[config.mk]
export PLATFORM = sky130hd
export DESIGN_NAME = rr_arbiter_8
export DESIGN_NICKNAME = d
export VERILOG_FILES = /design/src/rtl/rr_arb_pkg.sv /design/src/rtl/rr_arbiter_8_pick.sv /design/src/rtl/rr_arbiter_8.sv
export SDC_FILE = /design/constraint.sdc
export NUM_CORES = 1
export LEC_CHECK = 0
export ABC_AREA = 0
export CORE_AREA = 10 10 72 56
export CTS_CLUSTER_DIAMETER = 150
export DETAILED_ROUTE_END_ITERATION = 10
export DIE_AREA = 0 0 82 66
export PLACE_DENSITY = 0.81
export SYNTH_ARGS = -nofsm -noshare
export SYNTH_HDL_FRONTEND = slang
export SYNTH_HIERARCHICAL = 1
export SYNTH_SLANG_ARGS = --single-unit
[constraint.sdc]
create_clock -name clk -period 7.2 [get_ports clk]
set_input_delay 1.44 -clock clk [delete_from_list [all_inputs] [get_ports clk]]
set_output_delay 1.44 -clock clk [all_outputs]
set_load 0.05 [all_outputs]
[src/rtl/rr_arb_pkg.sv]
// Shared definitions for the 8-requester round-robin arbiter.
//   N_REQ  : number of requesters (8)
//   ID_W   : width of an encoded requester index (3)
//   state_t: arbiter FSM states
//   pick() : rotating lowest-index-first priority pick
package rr_arb_pkg;

   localparam int N_REQ = 8;
   localparam int ID_W  = 3;

   typedef enum logic {
      IDLE  = 1'b0,
      GRANT = 1'b1
   } state_t;

   // Scan vec starting at index 'start', wrapping mod N_REQ; the first set bit wins.
   // The vector is rotated so 'start' lands at bit 0, priority-encoded lowest-first,
   // then the offset is rotated back by adding 'start' (3-bit wrap).
   // The result is meaningless when vec is zero.
   function automatic logic [ID_W-1:0] pick(input logic [N_REQ-1:0] vec,
                                            input logic [ID_W-1:0]  start);
      logic [2*N_REQ-1:0] dbl;
      logic [N_REQ-1:0]   rot;
      logic [ID_W-1:0]    off;
      dbl = {vec, vec};
      rot = dbl[start +: N_REQ];
      off = 3'd0;
      // Walk downward so the lowest set index is the last one written.
      for (int i = N_REQ - 1; i >= 0; i--) begin
         if (rot[i]) begin
            off = ID_W'(i);
         end else begin
            off = off;
         end
      end
      return start + off;
   endfunction

endpackage

[src/rtl/rr_arbiter_8_pick.sv]
// Combinational rotating priority picker.
//   vec   [7:0] : candidate request vector
//   start [2:0] : index that has highest priority this pick
//   id    [2:0] : winning index (valid only when any=1)
//   any         : at least one candidate present
module rr_arbiter_8_pick
   import rr_arb_pkg::*;
(
   input  logic [N_REQ-1:0] vec,
   input  logic [ID_W-1:0]  start,
   output logic [ID_W-1:0]  id,
   output logic             any
);

   // Rotate, encode and rotate back in one step.
   always_comb begin
      id  = pick(vec, start);
      any = |vec;
   end

endmodule

[src/rtl/rr_arbiter_8.sv]
// Round-robin arbiter sharing one resource among 8 requesters.
// A grant is held until the owner releases it (release_grant=1 or its request drops);
// the next winner is searched starting just past the previous owner, so the holder
// never wins twice in a row while someone else is waiting.
//
// Ports:
//   clk           : clock, rising edge
//   rst           : asynchronous active-high reset
//   req   [7:0]   : request vector, bit i = requester i wants the resource
//   release_grant : owner finished (the name 'release' is a reserved word);
//                   only looked at while grant_valid=1
//   grant [7:0]   : registered one-hot grant, zero when idle
//   grant_id[2:0] : registered index of the owner, zero when idle
//   grant_valid   : registered, high while a grant is asserted
//   timeout       : one-cycle pulse in the cycle a hold limit forces a release
//
// Optional feature: define RR_ARB_TIMEOUT_EN to enable the hold limit of MAX_HOLD
// cycles per grant. Without it the grant is held indefinitely and timeout is 0.
module rr_arbiter_8
   import rr_arb_pkg::*;
#(
   parameter int MAX_HOLD = 16
)
(
   input  logic             clk,
   input  logic             rst,
   input  logic [N_REQ-1:0] req,
   input  logic             release_grant,
   output logic [N_REQ-1:0] grant,
   output logic [ID_W-1:0]  grant_id,
   output logic             grant_valid,
   output logic             timeout
);

   if ((MAX_HOLD < 2) || (MAX_HOLD > 256)) begin : g_bad_max_hold
      $error("rr_arbiter_8: MAX_HOLD must be in 2..256");
   end

   state_t           state_r, state_n_s;
   logic [ID_W-1:0]  ptr_r, ptr_n_s;
   logic [N_REQ-1:0] grant_r, grant_n_s;
   logic [ID_W-1:0]  grant_id_r, grant_id_n_s;
   logic             grant_valid_r, grant_valid_n_s;

   logic [N_REQ-1:0] pick_vec_s;
   logic [ID_W-1:0]  pick_start_s;
   logic [ID_W-1:0]  pick_id_s;
   logic             pick_any_s;

   logic [ID_W-1:0]  next_owner_s;
   logic             user_rel_s;
   logic             force_rel_s;
   logic             rel_event_s;
   logic             new_grant_s;

   rr_arbiter_8_pick u_pick (
      .vec   (pick_vec_s),
      .start (pick_start_s),
      .id    (pick_id_s),
      .any   (pick_any_s)
   );

   // Index just past the owner; wraps 7 -> 0 naturally in 3 bits.
   assign next_owner_s = grant_id_r + 3'd1;
   // A withdrawn request counts as a release even without release_grant.
   assign user_rel_s   = release_grant | ~req[grant_id_r];

`ifdef RR_ARB_TIMEOUT_EN
   logic [7:0] hold_cnt_r;

   assign force_rel_s = (state_r == GRANT) && !user_rel_s
                        && (hold_cnt_r == 8'(MAX_HOLD - 1));

   // Hold counter: restarts on every new grant, counts while a grant is kept.
   always_ff @(posedge clk or posedge rst) begin
      if (rst) begin
         hold_cnt_r <= 8'd0;
      end else if (new_grant_s) begin
         hold_cnt_r <= 8'd0;
      end else if (state_n_s == GRANT) begin
         hold_cnt_r <= hold_cnt_r + 8'd1;
      end else begin
         hold_cnt_r <= 8'd0;
      end
   end
`else
   assign force_rel_s = 1'b0;
`endif

   assign rel_event_s = user_rel_s | force_rel_s;
   assign timeout     = force_rel_s;

   // Next-state, pointer and grant computation.
   always_comb begin
      state_n_s       = state_r;
      ptr_n_s         = ptr_r;
      grant_n_s       = grant_r;
      grant_id_n_s    = grant_id_r;
      grant_valid_n_s = grant_valid_r;
      pick_vec_s      = req;
      pick_start_s    = ptr_r;
      new_grant_s     = 1'b0;
      case (state_r)
         IDLE: begin
            pick_vec_s   = req;
            pick_start_s = ptr_r;
            if (pick_any_s) begin
               state_n_s       = GRANT;
               grant_n_s       = 8'b0000_0001 << pick_id_s;
               grant_id_n_s    = pick_id_s;
               grant_valid_n_s = 1'b1;
               new_grant_s     = 1'b1;
            end else begin
               state_n_s       = IDLE;
               grant_n_s       = 8'b0000_0000;
               grant_id_n_s    = 3'd0;
               grant_valid_n_s = 1'b0;
            end
         end
         GRANT: begin
            // Owner is masked off so any other waiter wins back-to-back.
            pick_vec_s   = req & ~grant_r;
            pick_start_s = next_owner_s;
            if (rel_event_s) begin
               ptr_n_s = next_owner_s;
               if (pick_any_s) begin
                  state_n_s       = GRANT;
                  grant_n_s       = 8'b0000_0001 << pick_id_s;
                  grant_id_n_s    = pick_id_s;
                  grant_valid_n_s = 1'b1;
                  new_grant_s     = 1'b1;
               end else begin
                  state_n_s       = IDLE;
                  grant_n_s       = 8'b0000_0000;
                  grant_id_n_s    = 3'd0;
                  grant_valid_n_s = 1'b0;
               end
            end else begin
               state_n_s = GRANT;
            end
         end
         default: begin
            state_n_s       = IDLE;
            ptr_n_s         = 3'd0;
            grant_n_s       = 8'b0000_0000;
            grant_id_n_s    = 3'd0;
            grant_valid_n_s = 1'b0;
         end
      endcase
   end

   // State, pointer and registered outputs.
   always_ff @(posedge clk or posedge rst) begin
      if (rst) begin
         state_r       <= IDLE;
         ptr_r         <= 3'd0;
         grant_r       <= 8'b0000_0000;
         grant_id_r    <= 3'd0;
         grant_valid_r <= 1'b0;
      end else begin
         state_r       <= state_n_s;
         ptr_r         <= ptr_n_s;
         grant_r       <= grant_n_s;
         grant_id_r    <= grant_id_n_s;
         grant_valid_r <= grant_valid_n_s;
      end
   end

   assign grant       = grant_r;
   assign grant_id    = grant_id_r;
   assign grant_valid = grant_valid_r;

endmodule
==> impl_metrics.env <==
export IMPL_status="finished, final reports clean"
export IMPL_syn_nets=143
export IMPL_io_buffers=22
export IMPL_drc=0
export IMPL_fin_crit_sh_pct=73.3
export IMPL_ios=24
export IMPL_synth_area_um2=1440
export IMPL_fin_setup_tns_ns=0
export IMPL_hold_path_class="flip-flop to flip-flop"
export IMPL_ys_types=40
export IMPL_cp_slowest_stage_delay_ns=0.61
export IMPL_fmax_mhz=190
export IMPL_drv_slew=0
export IMPL_r2r_slack_ns=2.17
export IMPL_path_cells="clkdlybuf4s50_1 -> a21boi_0 -> mux4_1 -> mux2i_1 -> o311ai_0 -> a21bo_2 -> a31oi_1 -> ha_1 -> inv_1 -> fa_1 -> xnor2_1 -> xnor2_1 -> nand2b_1 -> nor2_1 -> mux2_4"
export IMPL_ff2ff_path_depth=14
export IMPL_cts_resized=0
export IMPL_h_tree_depth=1
export IMPL_grtUsageMet2_pct=21.9
export IMPL_met1_usage_pct=18.5
export IMPL_ys_ff_latch=16
export IMPL_synth_cells=129
export IMPL_drive_gt1_share_pct=18.2
export IMPL_busiest_layer="met2"
export IMPL_worstReg2RegEnd="grant[3]"
export IMPL_avgSynthCellArea_um2=11.1
export IMPL_viasPerCell=6.23
export IMPL_diodes=0
export IMPL_worstMarginPinSlew_ns=1.03
export IMPL_groute_usage_overall_pct=14.1
export IMPL_hold_violations=0
export IMPL_wl_um=3640
export IMPL_nNetsFinal=163
export IMPL_cts_hold_buf=0
export IMPL_post_cts_buffers=0
export IMPL_fin_crit_ns=5.27
export IMPL_startpoint="req[7]"
export IMPL_grt_pass1_wl_um=6000
export IMPL_fill_cells=223
export IMPL_start_util_pct=53.6
export IMPL_rows=16
export IMPL_clock_path_buffers=2
export IMPL_clkLatencyLatePin_ns=0.25
export IMPL_routedWlPerCell_um=19.8
export IMPL_ys_warn_count=6
export IMPL_clockRootBuffer="clkbuf_8"
export IMPL_path_depth=15
export IMPL_critPathTopFamily="multiplexers"
export IMPL_synth_edf_count=0
export IMPL_rsz0062_at_grt="no"
export IMPL_route_antenna_remaining_nets=0
export IMPL_dpl_hpwl_um=2870
export IMPL_first_global_vias=1158
export IMPL_cap_violations=0
export IMPL_drt_iter0_drc=108
export IMPL_cts_tree="done"
export IMPL_ys_flop_type="dfrtp_1"
export IMPL_relSlewSlack_pct=29.3
export IMPL_die_w_um=82
export IMPL_grt_max_degree=17
export IMPL_slowest_stage="mux4_1"
export IMPL_hp_start="ptr_r[2]"
export IMPL_path_common_cell="xnor2_1"
export IMPL_crit_end="grant[3]"
export IMPL_areaGrowthSynthToFinish_pct=18.7
export IMPL_startpoint_type="input pin"
export IMPL_ys_async_sr_fraction_pct=100
export IMPL_use_met3_pct=5.16
export IMPL_worstPathMaxFanout=6
export IMPL_core_um2=2680
export IMPL_gp_congestion=0.829
export IMPL_cp_num_buf_inv=2
export IMPL_antenna_found_initial=0
export IMPL_crit_required_ns=7.34
export IMPL_critPathArrivalTime_ns=5.41
export IMPL_clkTransAtPathRegs_ns=0.06
export IMPL_die_area_um2=5410
export IMPL_num_vias=1147
export IMPL_crit_path_end_kind="flip-flop"
export IMPL_finClkSkew_ns=0.00285
export IMPL_reg2reg_from="state_r"
export IMPL_cts_buffers_inserted=3
export IMPL_die_y_um=66
export IMPL_dr_pass1_iters=4
export IMPL_cts_num_sinks=16
export IMPL_crit_type="input pin to flip-flop"
export IMPL_ys_seq_area_share_pct=27.9
export IMPL_setup_viol=0
export IMPL_overflow=0
-- cell usage in the layout, fill, tap and decap left out, types with 2 or more instances in the layout --
cell	instances
dfrtp_1	16
nand2_1	9
mux2_4	7
nor3_1	3
clkdlybuf4s50_1	22
inv_1	10
a21boi_0	8
mux4_1	7
nand2b_1	3
clkbuf_8	4
mux2i_1	12
mux2_2	10
ha_1	2
xnor2_1	2
nor2_1	8
o211ai_1	2
nor4_1	2
-- cell type report --
type	count	area, µm²	share of cell area [%]
Clock buffer	4	55.1	3.23
Inverter	10	37.5	2.20
Multi-Input combinational cell	96	948	55.6
Sequential cell	16	400	23.5
Tap cell	36	45.0	2.64
Timing Repair Buffer	22	220	12.9
-- per-layer routing --
metal  share of wire, %  routed length [µm]
met1                 42                1550
met2                 46                1690
met3                 10                 363
met4                1.2                  44
met5                  0                   0
-- per-stage QoR --
step / hold slack, ns / cell area (µm²) / setup WS [ns] / std cells / utilization [%]
after floorplan: 0.475 / 1440 / 2.72 / 129 / -
after global placement: 0.487 / 1650 / 2.02 / 180 / 61.6
after detailed placement: 0.494 / 1650 / 1.75 / 180 / 61.6
after CTS: 0.508 / 1710 / 2.01 / 184 / 63.6
after global routing: 0.531 / 1710 / 1.73 / 184 / 63.6
final: 0.508 / 1710 / 1.93 / 184 / 63.6
-- logic make-up (layout without fill, tap and decap cells) --
kind of cell	Yosys count	count (layout)	synth area share (%)
AOI/OAI and AO/OA	21	21	11.7
other	1	1	0.261
DFF	16	16	27.9
xor gates and xnor gates	3	3	1.83
and+or+nand+nor	31	31	11.2
muxes	37	37	37.9
adders and majority gates	3	3	3.13
buffers and inverters	17	36	6.18
-- sequential cells by signal, indices dropped and copies added, names as in the netlist --
register	cells
grant	8
grant_id	3
grant_valid	1
ptr_r	3
state_r	1
-- worst min path at each step --
stage | slack [ns] | endpoint | cells after the start
global placement | 0.49 | ptr_r[2] | 1
CTS | 0.51 | ptr_r[2] | 1
global route | 0.53 | ptr_r[2] | 1
detailed placement | 0.49 | ptr_r[2] | 1
finish | 0.51 | ptr_r[2] | 1
floorplan | 0.48 | ptr_r[1] | 1
-- Yosys cell counts, types with 2 or more instances --
library cell  instances  area, µm²
xnor2_1               2       17.5
o211ai_1              2       15.0
nand2_1               9       33.8
a21boi_0              8       60.1
ha_1                  2       25.0
inv_1                10       37.5
mux2i_1              12        120
nor3_1                3       15.0
nor2_1                8       30.0
buf_4                 2       15.0
mux4_1                7        184
nand2b_1              3       18.8
buf_6                 2       22.5
mux2_2               10        113
dfrtp_1              16        400
mux2_4                7        105
buf_2                 2       10.0
nor4_1                2       12.5
Power is left out: the tool's default activity adds up to more than one toggle a clock period on the data nets, which glitch-free logic cannot reach.
